File: src/rtl/addr_stack.sv
// ---------------------------------------------------------------------------
// addr_stack
//   Parametrised program-counter / return-address stack. The entry at sp is
//   the live PC. CALL/RSTV push and RET pops by moving the pointer. INC and
//   JMP rewrite the top entry in place. Addresses load byte-wise from the data
//   bus through a low-byte staging register and are read back byte-wise.
//
// Ports
//   clk        system clock, all state updates on the rising edge
//   rst        synchronous active-high reset, overrides any op
//   en         op qualifier; en=0 stalls (no state change, no pulses)
//   op         0 NOP, 1 INC, 2 LDLO, 3 JMP, 4 CALL, 5 RET, 6 RSTV, 7 NOP
//   bus_in     data bus byte for LDLO / JMP / CALL
//   vec        restart index for RSTV
//   rd_hi      byte select for bus_out
//   bus_out    combinational byte view of pc (high byte zero-extended)
//   pc         entry[sp]
//   sp         stack pointer
//   used       number of saved return frames, 0..DEPTH-1
//   overflow   one-cycle pulse: CALL/RSTV issued with the stack full
//   underflow  one-cycle pulse: RET issued with no saved frame
//   fault      sticky over/underflow flag (saturating mode only)
// ---------------------------------------------------------------------------
module addr_stack #(
  parameter int unsigned ADDR_WIDTH = 14,
  parameter int unsigned BUS_WIDTH  = 8,
  parameter int unsigned DEPTH      = 8,
  parameter bit          WRAP       = 1'b1,
  parameter int unsigned VEC_SHIFT  = 3
) (
  input  logic                         clk,
  input  logic                         rst,
  input  logic                         en,
  input  logic [2:0]                   op,
  input  logic [BUS_WIDTH-1:0]         bus_in,
  input  logic [2:0]                   vec,
  input  logic                         rd_hi,
  output logic [BUS_WIDTH-1:0]         bus_out,
  output logic [ADDR_WIDTH-1:0]        pc,
  output logic [$clog2(DEPTH)-1:0]     sp,
  output logic [$clog2(DEPTH)-1:0]     used,
  output logic                         overflow,
  output logic                         underflow,
  output logic                         fault
);

  localparam int unsigned SP_W = $clog2(DEPTH);
  localparam int unsigned HI_W = ADDR_WIDTH - BUS_WIDTH;
  localparam logic [SP_W-1:0] USED_MAX = SP_W'(DEPTH - 1);

  typedef enum logic [2:0] {
    OP_NOP  = 3'd0,
    OP_INC  = 3'd1,
    OP_LDLO = 3'd2,
    OP_JMP  = 3'd3,
    OP_CALL = 3'd4,
    OP_RET  = 3'd5,
    OP_RSTV = 3'd6,
    OP_RSV  = 3'd7
  } op_e;

  // Architectural state
  logic [ADDR_WIDTH-1:0] stack_q [DEPTH];
  logic [SP_W-1:0]       sp_q;
  logic [SP_W-1:0]       used_q;
  logic [BUS_WIDTH-1:0]  lo_q;
  logic                  ovf_q;
  logic                  unf_q;
  logic                  fault_q;

  // Next-state values
  logic [SP_W-1:0]       sp_n;
  logic [SP_W-1:0]       used_n;
  logic [BUS_WIDTH-1:0]  lo_n;
  logic                  ovf_n;
  logic                  unf_n;
  logic                  fault_n;
  logic                  wr_en;
  logic [SP_W-1:0]       wr_idx;
  logic [ADDR_WIDTH-1:0] wr_data;

  logic [ADDR_WIDTH-1:0] pc_q;
  logic [ADDR_WIDTH-1:0] call_tgt;
  logic [ADDR_WIDTH-1:0] rst_tgt;
  logic [SP_W-1:0]       sp_inc;
  logic [SP_W-1:0]       sp_dec;
  logic                  full;
  logic                  empty;

  // Live PC is whatever entry the pointer selects
  assign pc_q = stack_q[sp_q];

  // Jump/call target: bus supplies the high bits, staged byte the low bits
  assign call_tgt = {bus_in[HI_W-1:0], lo_q};
  assign rst_tgt  = ADDR_WIDTH'(vec) << VEC_SHIFT;

  // DEPTH is a power of two, so natural wrap gives modulo-DEPTH pointers
  assign sp_inc = sp_q + SP_W'(1);
  assign sp_dec = sp_q - SP_W'(1);
  assign full   = (used_q == USED_MAX);
  assign empty  = (used_q == '0);

  // Next-state decode for one qualified op per cycle
  always_comb begin
    sp_n    = sp_q;
    used_n  = used_q;
    lo_n    = lo_q;
    ovf_n   = 1'b0;
    unf_n   = 1'b0;
    fault_n = fault_q;
    wr_en   = 1'b0;
    wr_idx  = sp_q;
    wr_data = pc_q;

    if (en) begin
      unique case (op_e'(op))
        OP_INC: begin
          wr_en   = 1'b1;
          wr_data = pc_q + ADDR_WIDTH'(1);
        end
        OP_LDLO: begin
          lo_n = bus_in;
        end
        OP_JMP: begin
          wr_en   = 1'b1;
          wr_data = call_tgt;
        end
        OP_CALL, OP_RSTV: begin
          if (full) begin
            ovf_n = 1'b1;
            if (!WRAP) fault_n = 1'b1;
          end else begin
            used_n = used_q + SP_W'(1);
          end
          // Circular mode still pushes, overwriting the oldest frame
          if (WRAP || !full) begin
            sp_n    = sp_inc;
            wr_en   = 1'b1;
            wr_idx  = sp_inc;
            wr_data = (op_e'(op) == OP_RSTV) ? rst_tgt : call_tgt;
          end
        end
        OP_RET: begin
          if (empty) begin
            unf_n = 1'b1;
            if (!WRAP) fault_n = 1'b1;
          end else begin
            used_n = used_q - SP_W'(1);
          end
          // Vacated entry is left intact; circular mode exposes a stale PC
          if (WRAP || !empty) begin
            sp_n = sp_dec;
          end
        end
        OP_NOP, OP_RSV: begin
        end
        default: begin
        end
      endcase
    end
  end

  // State register with synchronous reset
  always_ff @(posedge clk) begin
    if (rst) begin
      for (int i = 0; i < int'(DEPTH); i++) begin
        stack_q[i] <= '0;
      end
      sp_q    <= '0;
      used_q  <= '0;
      lo_q    <= '0;
      ovf_q   <= 1'b0;
      unf_q   <= 1'b0;
      fault_q <= 1'b0;
    end else begin
      if (wr_en) begin
        stack_q[wr_idx] <= wr_data;
      end
      sp_q    <= sp_n;
      used_q  <= used_n;
      lo_q    <= lo_n;
      ovf_q   <= ovf_n;
      unf_q   <= unf_n;
      fault_q <= fault_n;
    end
  end

  // Output views of registered state
  assign pc        = pc_q;
  assign sp        = sp_q;
  assign used      = used_q;
  assign overflow  = ovf_q;
  assign underflow = unf_q;
  assign fault     = fault_q;

  // Byte readout; high byte is zero-extended when HI_W < BUS_WIDTH
  assign bus_out = rd_hi ? BUS_WIDTH'(pc_q[ADDR_WIDTH-1:BUS_WIDTH])
                         : pc_q[BUS_WIDTH-1:0];

endmodule

File: config.mk
export PLATFORM = sky130hd
export DESIGN_NAME = addr_stack
export DESIGN_NICKNAME = d
export VERILOG_FILES = /design/src/rtl/addr_stack.sv
export SDC_FILE = /design/constraint.sdc
export NUM_CORES = 1
export LEC_CHECK = 0
export CAP_MARGIN = 20
export CORE_ASPECT_RATIO = 0.6
export CORE_MARGIN = 3
export CORE_UTILIZATION = 63
export DETAILED_ROUTE_END_ITERATION = 6
export GPL_ROUTABILITY_DRIVEN = 0
export GPL_TIMING_DRIVEN = 0
export HOLD_SLACK_MARGIN = 0.08
export PLACE_DENSITY = 0.85
export SKIP_LAST_GASP = 1
export SLEW_MARGIN = 20
export SYNTH_ARGS = -nofsm -noshare
export SYNTH_HDL_FRONTEND = slang
export SYNTH_SLANG_ARGS = --single-unit
File: constraint.sdc
create_clock -name clk -period 8.95 [get_ports clk]
set_input_delay 1.79 -clock clk [delete_from_list [all_inputs] [get_ports clk]]
set_output_delay 1.79 -clock clk [all_outputs]
set_load 0.05 [all_outputs]
# Word level (Yosys, flattened, before mapping)
# Memory sizes are Yosys's and may differ from the RTL's. A register that Yosys moved wholly into a read port is not among the register bits.
# Index checks and enable logic that the tools add are counted.
dict set report word_totals {
  output_inout_bits 31
  ramBits 112
  input_bits 18
  word_cells 57
  mem_count 1
  reg_bits 16
}
dict set report op_classes {
  bitwise 3
  muxes 24
  reduce_logical 10
  eq_ne 9
  add_sub_neg 5
}
# name depth word_bits rd rd_clocked_by_memory_dff write_ports line
set mem_list {}
lappend mem_list {stack_q 8 14 1 1 8 63} ;# logic [ADDR_WIDTH-1:0] stack_q [DEPTH];
# cell n
set op_table {}
lappend op_table {{$mux W14} 3}
lappend op_table {{$pmux W14 S3} 1}
lappend op_table {{$mux W3} 7}
lappend op_table {{$add A14 B1 Y14 const B} 1}
lappend op_table {{$reduce_or A14 Y1} 1}
lappend op_table {{$eq A3 B3 Y1 const B} 4}
lappend op_table {{$pmux W3 S2} 2}
lappend op_table {{$mux W1} 10}
lappend op_table {{$mux W8} 1}
lappend op_table {{$add A3 B1 Y3 const B} 2}
lappend op_table {{$eq A3 B2 Y1 const B} 2}
lappend op_table {{$reduce_or A3 Y1} 2}
lappend op_table {{$sub A3 B1 Y3 const B} 2}
lappend op_table {{$ne A2 B2 Y1 const B} 2}
lappend op_table {{$reduce_and A2 Y1} 2}
lappend op_table {{$reduce_and A4 Y1} 1}
lappend op_table {{$reduce_or A4 Y1} 1}
lappend op_table {{$eq A3 B1 Y1 const B} 1}
lappend op_table {{$logic_not A3 Y1} 1}
lappend op_table {{$not A1 Y1} 3}
lappend op_table {{$reduce_bool A2 Y1} 1}
lappend op_table {{$reduce_or A2 Y1} 1}

# Longest topological paths before layout
# Gate-level depths: netlist of run 1.
dict set report depth {
  ltp_word 9
  depth_mapped 10
  ltp_nobuf 7
}

# Least setup slack after synthesis of run 1
# No wires, ideal clock.
dict set report synth_path {
  kind {input to output}
  start {input port rd_hi}
  end {output port bus_out[4]}
  setup_slack_ns 4.269
  cell_stages 3
  t_arrival_ns 2.891
  n_path_buf 1
  path_cell_list {clkbuf_1 nor2_1 a21oi_1}
}
dict set report synth_via {
  elab_chain_len 1
}
# item line
set synth_rtl {}
lappend synth_rtl {{from (decl)} 37} ;# input logic rd_hi,
lappend synth_rtl {{$mux W8} 197} ;# assign bus_out = rd_hi ? BUS_WIDTH'(pc_q[ADDR_WIDTH-1:BUS_WIDTH])
lappend synth_rtl {{to (decl)} 38} ;# output logic [BUS_WIDTH-1:0] bus_out,
# No other way between the ends.

# Worst setup path after layout of run 1
dict set report layout_path {
  start {input port rd_hi}
  end {output port bus_out[1]}
}
# Same word-level chain as after synthesis.

==> results.yml, run 1 <==
clock_tree:
  clk_latency_ps: 420
  cts_hold_buf: 0
  post-cts-setup-buffers: 0
  ctsRootBufferMaster: "clkbuf_16"
  cts_resized: 0
  clk_path_buf_depth: 2
  cts_tree: "yes"
  cts-buffers-inserted: 17
  cts_sinks: 131
  cts.clk_slew.worst_paths_ps: 60
  htreeDepth: 4
route:
  route.top_layer_used: "met4"
  wl_per_cell_um: 25.5
  vias: 5152
  wl_met3_um: 2530
  final_antenna_net_count: 0
  firstDrtPassIters: 7
  drtIter0Drc: 796
  drc: 0
  drt_wl_total_um: 19100
  vias_per_cell: 6.87
  met2_length_um: 8670
  wl_met1_um: 7480
die:
  core_area_sq_mm: 0.0101
  die_h_um: 85.7
  io_pins: 49
  die_w_um: 139
  row_count: 28
  start_util_pct: 66.1
  fp.dieArea_sq_mm: 0.0119
placement:
  dp_hpwl_um: 13200
  io_buffers: 45
  dp_worst_setup_slack_ps: 3280
logic_synthesis:
  yosysTopAreaCell: "edfxtp_1"
  yosysWarnings: 0
  synth.area.top_cells: "edfxtp_1 50%, nor2_1 6.9%, mux4_1 6.3%, dfxtp_1 5.7%, mux4_2 4.1%"
  synth_commonest_cells: "122 x nor2_1, 112 x edfxtp_1, 22 x nand2_1, 21 x nor3_1, 20 x clkbuf_1"
  syn_area_sq_mm: 0.00667
  ys_ff_latch: 131
  synth_top_area_share_pct: 50.4
  synthArstFlopShare_pct: 0
  synth_edf_count: 112
  synthesis.nets: 560
  synth_cell_types: 70
  synth.avg_cell_area_sq_um: 12.4
  postSynthCellCount: 538
  post-synth-top-count-cell: "nor2_1"
  seq_area_frac_synth_pct: 56.1
  ys.flop_type: "edfxtp_1"
power:
  vdd.ir_drop.worst_v: 0.000176
  leakage_nw: 2.73
  powerDensity_mw_per_mm2: 216
  total_power_mw: 1.70
min_path:
  hp-class: "reg -> reg"
global_routing:
  grt_pass1_wl_um: 29100
  antenna_found_initial: 0
  grt_max_degree: 17
  track_usage_pct: 32.9
  grt_pass1_vias: 4945
  overflow: 0
sta:
  post-route-period-util_pct: 63.9
  setup_violations: 0
  period_needed_ps: 5720
  setup_tns_ps: 0
  final_max_slew_viol_count: 0
  worst_clock_skew_ps: 9.51
  fin_ws_ps: 3230
  rsz0062_at_grt: "no"
  clock.fmax_ghz: 0.175
  finalHoldViolCount: 0
  max_slew_margin_pct: 33.9
  whs_ps: 498
  timing_worst_slew_pin_value_ps: 985
worst_setup_path:
  cp_max_fo: 10
  cp.required_ps: 7160
  endpoint_kind: "output pin"
  crit_path_start_kind: "primary input"
  setup.worst_path.class: "in -> out"
  crit_arrival_ps: 3930
layout:
  antenna_cells: 0
  final_nets: 624
  area_delta_synth_final_pct: 18.2
  final_layout_size_suffix_gt1_share_pct: 13.0
flow_run:
  max_cap_viol_count: 0
outcome:
  status: "completed"
[worst max-delay path: stages]
cell and delay, ps:
clkdlybuf4s50_1 630, clkbuf_1 380, nor2_1 100, a21oi_1 190, clkdlybuf4s50_1 840
[sequential cells by signal, indices dropped and copies added (netlist names), named ones only]
register,count
stack_q,112
lo_q,8
sp,3
used,3
overflow,1
underflow,1
[cell families after synthesis]
family                     count (synthesis)  share of synthesized area, %
other                                      1                        0.0562
buffers and inverters                     49                          3.64
DFF                                      131                          56.1
xor gates and xnor gates                   5                         0.657
and+or+nand+nor                          229                          16.4
adders and majority gates                  4                         0.863
AOI/OAI and AO/OA                         67                          7.77
muxes                                     52                          14.5
[layout make-up]
cell class                      count  area, sq um
Sequential cell                   131         3740
Clock buffer                       18          429
Clock inverter                     14          163
Inverter                           14         52.6
Fill cell                         605         2210
Buffer                             35          190
Tap cell                          135          169
Timing Repair Buffer               45          450
Multi-Input combinational cell    358         2680
[metrics by stage]
stage          util [%]  cells  instance area [sq um]
4_1_cts            78.1    750                   7880
6_report           78.1    750                   7880
3_3_place_gp       72.2    718                   7290
2_1_floorplan         -    538                   6670
5_1_grt            78.1    750                   7880
3_5_place_dp       72.2    718                   7290
[worst paths after layout]
check | start | to | slack, ps | cells after the start
worst min-delay path | lo_q[7] | lo_q[7] | 500 | 2
worst min register to register | lo_q[7] | lo_q[7] | 500 | 2
worst max register to register | register | stack_q[2][10] | 5290 | 10
worst max-delay path | rd_hi | bus_out[1] | 3230 | 5
[power by group]
part | leakage [nW] | switching, mW | total [mW] | internal [mW]
Clock | 0.273 | 0.266 | 0.702 | 0.435
Sequential | 1.31 | 0.00971 | 0.697 | 0.687
Combinational | 1.15 | 0.205 | 0.302 | 0.0978
Total | 2.73 | 0.480 | 1.70 | 1.22
[per-layer routing]
metal / track usage [%] / vias up
met3: 9.97 / 58
li1: - / 2164
met5: 0 / -
met2: 50.3 / 417
met4: 10.6 / 0
met1: 46.3 / 2513
[cells in the final DEF, fill, tap and decap left out, types with 3 or more instances in the layout]
| master | count |
|---|---|
| nor2_1 | 122 |
| edfxtp_1 | 112 |
| clkdlybuf4s50_1 | 45 |
| nand2_1 | 22 |
| clkbuf_1 | 21 |
| nor3_1 | 21 |
| dfxtp_1 | 19 |
| clkbuf_16 | 17 |
| mux4_1 | 16 |
| a21oi_1 | 15 |
| inv_1 | 14 |
| mux2i_1 | 13 |
| mux4_2 | 12 |
| nand2b_1 | 11 |
| nand3_1 | 11 |
| nor4_1 | 10 |
| o21ai_0 | 9 |
| o211ai_1 | 8 |
| mux2_2 | 7 |
| clkinvlp_4 | 5 |
| buf_6 | 4 |
| buf_2 | 4 |
| buf_1 | 4 |
| nor2b_1 | 4 |
| xnor2_1 | 4 |
| nand4_1 | 4 |
| mux2_4 | 3 |
| and3b_1 | 3 |
| and3_1 | 3 |
| o21ai_1 | 3 |
| nand3b_1 | 3 |
| a22oi_1 | 3 |
| a21o_1 | 3 |
| ha_1 | 3 |
| bufinv_16 | 3 |
Power figures use the tool's default switching activity.
==> run 2, diff against run 1 <==
Settings changed: CORE_UTILIZATION 63 to 59, PLACE_DENSITY 0.85 to 0.8.
Clock period 8.95 ns to 5.5 ns, I/O delays scaled along.
==> results.yml, run 2 (synthesized netlist as in run 1, its figures left out) <==
outcome:
  status: "completed"
worst_setup_path:
  setup.worst_path.class: "in -> reg"
  max_stage_delay_ps: 970
  endpoint_kind: "register"
  crit_family: "compound AO/OA/AOI/OAI gates"
  r2r_cells: 10
  crit_path_start_kind: "primary input"
  r2r_end: "stack_q[6][4]"
  crit_arrival_ps: 4590
  cp.required_ps: 5440
  critPathBufInv: 2
  cp_max_fo: 14
  slowest_stage: "o21ai_1"
  rrSetupSlack_ps: 1800
  cp_cell_sequence: "clkdlybuf4s50_1 -> nor2b_1 -> clkbuf_1 -> o21ai_1 -> nor2_1 -> o211ai_1 -> nand2b_1"
die:
  die_w_um: 143
  io_pins: 49
  start_util_pct: 61.9
  die_h_um: 88.3
  fp.dieArea_sq_mm: 0.0127
  row_count: 29
  core_area_sq_mm: 0.0108
route:
  drt_wl_total_um: 19600
  firstDrtPassIters: 6
  final_antenna_net_count: 0
  vias_per_cell: 6.91
  drc: 0
  vias: 5210
  wl_per_cell_um: 26.0
  drtIter0Drc: 840
clock_tree:
  cts.clk_slew.worst_paths_ps: 60
  clk_path_buf_depth: 2
  post-cts-setup-buffers: 0
  cts-buffers-inserted: 17
  cts_sinks: 131
  ctsRootBufferMaster: "clkbuf_16"
  clk_latency_ps: 420
  cts_hold_buf: 0
  cts_tree: "yes"
  htreeDepth: 4
  cts_resized: 0
sta:
  setup_tns_ps: 0
  period_needed_ps: 4660
  rsz0062_at_grt: "no"
  setup_violations: 0
  final_max_slew_viol_count: 0
  post-route-period-util_pct: 84.7
  max_slew_margin_pct: 20.1
  worst_clock_skew_ps: 10.1
  clock.fmax_ghz: 0.215
  timing_worst_slew_pin_value_ps: 1190
  finalHoldViolCount: 0
power:
  powerDensity_mw_per_mm2: 347
  vdd.ir_drop.worst_v: 0.000232
  leakage_nw: 2.72
global_routing:
  overflow: 0
  track_usage_pct: 31.9
  antenna_found_initial: 0
  grt_pass1_vias: 5023
  grt_pass1_wl_um: 29200
  grt_max_degree: 17
layout:
  area_delta_synth_final_pct: 17.9
  most-common-layout-cells: "122 x nor2_1, 112 x edfxtp_1, 45 x clkdlybuf4s50_1"
  reg_top3: "stack_q: 112 flops, lo_q: 8 flops"
  layout_commonest_cell: "nor2_1"
  largest_register_ff_count: 112
  fin_util_pct: 72.9
  final_cell_area_sq_mm: 0.00786
  antenna_cells: 0
  final_cells: 754
  final_nets: 624
  largest_register: "stack_q"
  final_layout_size_suffix_gt1_share_pct: 13.0
  nFillCells: 701
placement:
  dp_cells: 722
  dp_hpwl_um: 13500
  placed_area_sq_mm: 0.00729
  io_buffers: 45
min_path:
  hold_end: "lo_q[0]"
  min_path_cells: 2
  hp-class: "reg -> reg"
  min-delay-start: "lo_q[0]"
flow_run:
  max_cap_viol_count: 0
run 2: changes by cell type in the layout (fill, tap and decap cells not counted):
cell       previous run  this run
bufinv_16             3         2
clkbuf_1             21        20
clkinv_1              2         3
clkinv_2              2         3
run 2: where the power goes:
part / internal [mW] / total [mW] / switching [mW] / leakage (nW)
Clock: 0.660 / 1.10 / 0.439 / 0.264
Combinational: 0.159 / 0.497 / 0.337 / 1.15
Sequential: 1.12 / 1.13 / 0.0158 / 1.31
Total: 1.94 / 2.73 / 0.792 / 2.72
run 2: worst max-delay path by stage:
stage / end / slack [ps] / cells past startpoint / start
floorplan: stack_q[7][0] / 2130 / 8 / en
global placement: stack_q[2][11] / 970 / 7 / op[2]
detailed placement: stack_q[2][4] / 730 / 7 / op[2]
CTS: stack_q[2][7] / 1150 / 7 / op[2]
global route: stack_q[1][3] / 840 / 7 / op[2]
finish: stack_q[6][9] / 840 / 7 / op[2]
run 2: per-stage QoR:
| step | hold slack, ps | total power, mW | worst slack [ps] |
|---|---|---|---|
| floorplan | 460 | 1.47 | 2130 |
| global placement | 476 | 1.62 | 971 |
| detailed placement | 492 | 1.63 | 731 |
| CTS | 505 | 2.71 | 1150 |
| global route | 540 | 2.79 | 842 |
| finish | 510 | 2.73 | 844 |
run 2: layout make-up:
cell class / instances / area, sq um / share of cell area, %
Clock inverter: 15 / 141 / 1.80
Clock buffer: 17 / 425 / 5.41
Tap cell: 139 / 174 / 2.21
Timing Repair Buffer: 45 / 450 / 5.73
Sequential cell: 131 / 3740 / 47.6
Buffer: 35 / 190 / 2.42
Multi-Input combinational cell: 358 / 2680 / 34.1
Inverter: 14 / 52.6 / 0.669
run 2: tightest hold or removal path: stages, from the launching register on:
cell and delay, ps:
dfxtp_1 340, mux2i_1 70, nor2_1 70
run 2: metal layers:
layer / wire, um / part of all wire (%) / track usage (%)
met1: 7450 / 38 / 43.6
met2: 8770 / 45 / 49.7
met3: 2950 / 15 / 11.0
met4: 403 / 2.1 / 8.97
met5: 0 / 0 / 0
==> patch 1, RTL diff (settings of run 2) <==
Make the reset (`rst`) asynchronous in one clocked block. Comments in the files are not updated.
--- a/src/rtl/addr_stack.sv
+++ b/src/rtl/addr_stack.sv
@@ -163,3 +163,3 @@
   // State register with synchronous reset
-  always_ff @(posedge clk) begin
+  always_ff @(posedge clk or posedge rst) begin
     if (rst) begin
Formal check against the unedited RTL: differs if rst is asserted again (counterexample within 4 cycles, from zero or initial values and one cycle with rst high); with rst held inactive, the same outputs for 4 cycles.
==> patch 1 against run 2 <==
Routed wire length is 5.7% lower; design area hardly changed; register-to-register slack worse by 0.28 ns; largest cell class unchanged; sequential cell count is 3 lower; setup slack better by 0.12 ns; synthesized area is 1.1% lower.
Power is not compared: it rests on default switching activity, and its combinational part moved more than twofold at a synthesized area within 25%.
==> patch 1: results (changes against run 2) <==
* Post-synth top cells: dfrtp_1, nor2_1, mux2_2, a21oi_1, nand2_1
* Post-DRT Antenna Nets at 0 (unchanged)
* Antenna diodes at 0 (unchanged)
* Post-CTS setup buffers at 0 (unchanged)
* Leakage Power at 3.44 nW
* Max transition margin at 31.7% (+12 points)
* Worst IR drop on VDD at 0.297 mV
* Latest clock arrival within the worst-skew pair at 0.42 ns (about the same)
* Share of cells above drive strength 1 at 20.5% (+7.5 points)
* Post-synth net total at 605 (+8.0%)
* GRT Util Overall at 30.9% (-1.0 points)
* Largest cells by area after synthesis: dfrtp_1, mux2_2, mux4_2
* DR vias/cell at 6.61 (-4.3%)
* Final #Nets at 672 (+7.7%)
* Synthesis Warnings at 0 (unchanged)
* Clock Pin Slew Worst Setup and Hold Paths at 0.06 ns (about the same)
* Fillcell total at 710 (+1.3%)
* Post-Route WL at 18500 um (-5.7%)
* Inst Count DP at 769 (+6.5%)
* H-tree Lvls at 4 (unchanged)
* Post-placement setup slack at 1.22 ns (+0.492 ns)
* Async S/R FF share, synth at 100% (+100 points)
* Mapped Avg Cell Area at 11.3 um^2 (-8.6%)
* Detailed Route Iter0 Violations at 646 (-23%)
* PortBufs at 47 (+4.4%)
* First-pass GRT wire length at 28800 um (-1.3%)
* Skew final at 0.00607 ns (-0.00405 ns)
* Biggest regs: stack_q (112), lo_q (8)
* Largest fanout on the critical path at 10 (-4)
* Num CTS Buffers at 17 (unchanged)
* TritonRoute pass-1 iters at 5 (-1)
* Initial antenna violation count at 0 (unchanged)
* Worst Path Arrival at 3.44 ns (-1.15 ns)
* CTS max path bufs at 2 (unchanged)
* Post-cts resize count at 0 (unchanged)
* Vias in the first global route at 5114 (+1.8%)
* Final HPWL DP at 12900 um (-4.7%)
* Status: complete, no violations
* Largest net degree at the start of global routing at 69 (+52)
* Final cell count without fillers at 798 (+5.8%)
* Sequential area share after synthesis at 48.6% (-7.6 points)
* Post-synth cell types at 62 (-11%)
* Root Buffer: clkbuf_16
* Worst hold path type: reg2reg
* Cell Area, Placed at 7270 um^2 (-0.31%)
[patch 1: cell count changes after synthesis, moves of 17 or more]
| cell | run 2 | this run |
|---|---|---|
| a21oi_1 | 15 | 49 |
| mux2_2 | 7 | 60 |
| o21ai_0 | 9 | 26 |
| edfxtp_1 | 112 | 0 |
| dfxtp_1 | 19 | 0 |
| nor2_1 | 122 | 73 |
| dfrtp_1 | 0 | 128 |
[patch 1: metal layers]
layer	part of all wire, %	global-route usage, %	up-vias	routed length [um]
met5	0	0	-	0
met4	2.2	9.75	0	403
met3	11	9.27	46	2080
met2	43	44.5	349	7990
met1	43	45.7	2626	7980
li1	-	-	2256	-
[patch 1: where the power goes]
group	internal [W]	switching, W	total, W
clock network	0.000713	0.000410	0.00112
registers	0.00133	0.000253	0.00158
logic	0.00104	0.00180	0.00284
[patch 1: worst paths after layout]
path / from / endpoint / slack [ns] / depth (start not counted)
max reg2reg: sp[0] / stack_q[52] / 1.52 / 9
min in group asynchronous: rst / stack_q[106] / 1.13 / 2
min reg2reg: stack_q[43] / stack_q[43] / 0.49 / 2
min: stack_q[43] / stack_q[43] / 0.49 / 2
max: sp[0] / pc[0] / 0.96 / 5
max in group asynchronous: rst / sp[2] / 3.64 / 3
[patch 1: critical path: stages (launching register included)]
cell             delay [ns]
dfrtp_1                0.54
buf_2                  0.37
clkinv_1               0.37
mux2i_1                0.81
inv_1                  0.17
clkdlybuf4s50_1        0.75
[patch 1: logic make-up (layout without fill, tap and decap cells)]
kind of cell | after synthesis | count (layout) | share of synthesized area [%]
simple gates | 152 | 152 | 10.4
flops | 128 | 128 | 48.6
compound gates | 127 | 127 | 12.0
mux | 103 | 103 | 22.9
buf+inv | 59 | 136 | 4.14
xor+xnor | 7 | 7 | 0.930
fa+ha+maj | 5 | 5 | 1.06
other cells | 1 | 1 | 0.0569
[patch 1: layout make-up]
class,instances,area (um^2),share of cell area (%)
inverters,21,83.8,1.07
plain buffers,38,194,2.47
well taps,139,174,2.22
flip-flops and latches,128,3200,40.8
clock inverters,11,143,1.82
repair buffers,48,498,6.34
multi-input cells,395,3120,39.7
clock buffers,18,439,5.59
[patch 1: through the flow]
step / hold WS, ns / setup TNS, ns / total power (W)
floorplan: 0.442 / 0 / 0.00348
global placement: 0.457 / -68.77 / 0.00424
detailed placement: 0.472 / 0 / 0.00436
CTS: 0.485 / 0 / 0.00550
global route: 0.512 / 0 / 0.00581
finish: 0.489 / 0 / 0.00555
==> patch 2, RTL diff (flow settings as in run 2) <==
Made on the original files. Set the parameter `WRAP` to 1'b0 (it was 1'b1).
--- a/src/rtl/addr_stack.sv
+++ b/src/rtl/addr_stack.sv
@@ -27,3 +27,3 @@
   parameter int unsigned DEPTH      = 8,
-  parameter bit          WRAP       = 1'b1,
+  parameter bit          WRAP       = 1'b0,
   parameter int unsigned VEC_SHIFT  = 3
Formal check against the unedited RTL: not equivalent (Yosys sat finds a counterexample within 4 cycles, from zero or initial values and one cycle with rst high).
==> patch 2 against run 2 <==
Total power fell by 2.2%; die area decreased by 0.61%; global-route usage grew 0.39 points; synthesized cell count down 2.6%; combinational power decreased by 18%; utilization increased by 0.44 points; design area grew 0.27%; sequential cell count is 1 higher; worst hold slack got worse by 0.010 ns; synthesized area is 0.64% lower; setup slack improved by 0.38 ns; routed wire length decreased by 0.66%; largest cell class unchanged; largest power group unchanged.
==> patch 2: results (changes against run 2) <==
* Async S/R FF share, synth at 0% (unchanged)
* Status: complete, no violations
* Final HPWL DP at 13100 um (-3.1%)
* Seq group at 0.00114 W
* Sequential area share after synthesis at 56.8% (+0.66 points)
* Post-synth cell types at 55 (-21%)
* H-tree Lvls at 4 (unchanged)
* Detailed Route Iter0 Violations at 839 (-0.12%)
* Share of cells above drive strength 1 at 15.0% (+2.0 points)
* Crit path launch type: flip-flop
* Root Buffer: clkbuf_16
* Largest net degree at the start of global routing at 17 (unchanged)
* Latest clock arrival within the worst-skew pair at 0.42 ns (about the same)
* Num CTS Buffers at 17 (unchanged)
* Leakage Power at 2.68 nW (-1.7%)
* Setup slack, reg-to-reg at 2.18 ns (+0.38 ns)
* HP Start: lo_q[3]
* Antenna diodes at 0 (unchanged)
* Post-CTS setup buffers at 0 (unchanged)
* Post-cts resize count at 0 (unchanged)
* TritonRoute pass-1 iters at 5 (-1)
* Logic power comb at 0.000410 W (-18%)
* GRT Util Overall at 32.3% (+0.39 points)
* DR vias/cell at 6.83 (-1.1%)
* First-pass GRT wire length at 29100 um (-0.28%)
* Worst hold path type: reg2reg
* Psw at 0.000726 W (-8.3%)
* CTS max path bufs at 2 (unchanged)
* Delay of the slowest critical-path stage at 0.80 ns (-0.17 ns)
* Post-Route WL at 19400 um (-0.66%)
* Hold EP: lo_q[3]
* CP delay by family, top: buffers and inverters
* Post-synth EDFFs at 112 (unchanged)
* Post-synth net total at 546 (-2.5%)
* Worst IR drop on VDD at 0.257 mV (+11%)
* R2r worst-path depth at 9 (-1)
* WHS Path Cells at 2 (unchanged)
* Largest fanout on the critical path at 10 (-4)
* Initial antenna violation count at 0 (unchanged)
* Post-synth top cells: edfxtp_1, nor2_1, a21oi_1, nand2_1
* Cells after Synth at 524 (-2.6%)
* Flop pwr share at 42.6% (+1.1 points)
* Clock Pin Slew Worst Setup and Hold Paths at 0.06 ns (about the same)
* Synthesis Warnings at 0 (unchanged)
* Reg-to-Reg End: stack_q[4][4]
* Wirelength per Cell at 26.1 um (+0.67%)
* Skew final at 0.00608 ns (-0.00404 ns)
* Final #Nets at 614 (-1.6%)
* Largest cells by area after synthesis: edfxtp_1, mux4_2, dfxtp_1
* PortBufs at 45 (unchanged)
* Inst Count DP at 709 (-1.8%)
* Vias in the first global route at 4826 (-3.9%)
* Worst Path Arrival at 3.18 ns (-1.41 ns)
* Slowest stage cell, crit path: clkdlybuf4s50_1
* Slew @ Worst Pin at 1.20 ns (+0.00424 ns)
* Biggest regs: stack_q (112), lo_q (8)
-- patch 2: logic make-up after synthesis --
kind of cell               count (synthesis)  share of synthesized area, %
AOI/OAI and AO/OA                        103                          10.2
adders and majority gates                  4                         0.869
and+or+nand+nor                          173                          12.6
muxes                                     61                          15.1
xor gates and xnor gates                   6                         0.793
DFF                                      132                          56.8
buffers and inverters                     45                          3.64
-- patch 2: worst reg2reg max path: cells and delay by family (launching register included) --
family	cells	cell delay, ns
simple gates	2	0.20
compound gates	2	1.03
flops	1	0.32
buf+inv	2	0.33
mux	2	0.86
fa+ha+maj	1	0.28
-- patch 2: per-stage QoR --
step / setup slack [ns] / cell area, um^2 / hold slack (ns)
after floorplan: 1.88 / 6630 / 0.459
after global placement: 1.25 / 7250 / 0.452
after detailed placement: 1.26 / 7260 / 0.490
after CTS: 1.22 / 7860 / 0.503
after global routing: 1.12 / 7880 / 0.528
final: 1.22 / 7880 / 0.499
-- patch 2: worst max path at each step --
| stage | endpoint | slack [ns] | depth (start not counted) |
|---|---|---|---|
| final | bus_out[0] | 1.22 | 7 |
| after global routing | bus_out[0] | 1.12 | 7 |
| after CTS | bus_out[4] | 1.22 | 7 |
| after detailed placement | bus_out[4] | 1.26 | 4 |
| after global placement | bus_out[4] | 1.25 | 4 |
| after floorplan | bus_out[0] | 1.88 | 6 |
-- patch 2: area by class of cell --
type,count,area (um^2)
fill,717,2860
sequential,132,3760
clock buffer,24,536
tap,139,174
clock inverter,8,57.6
multi-input combinational,347,2640
buffer,30,185
inverter,15,56.3
timing repair buffer,49,473
-- patch 2: layer usage --
layer	GRT usage [%]	share of wire, %	vias to the layer above
met5	0	0	-
met4	9.06	1.6	0
met3	9.82	15	37
met2	49.0	46	428
met1	46.0	38	2465
li1	-	-	2154
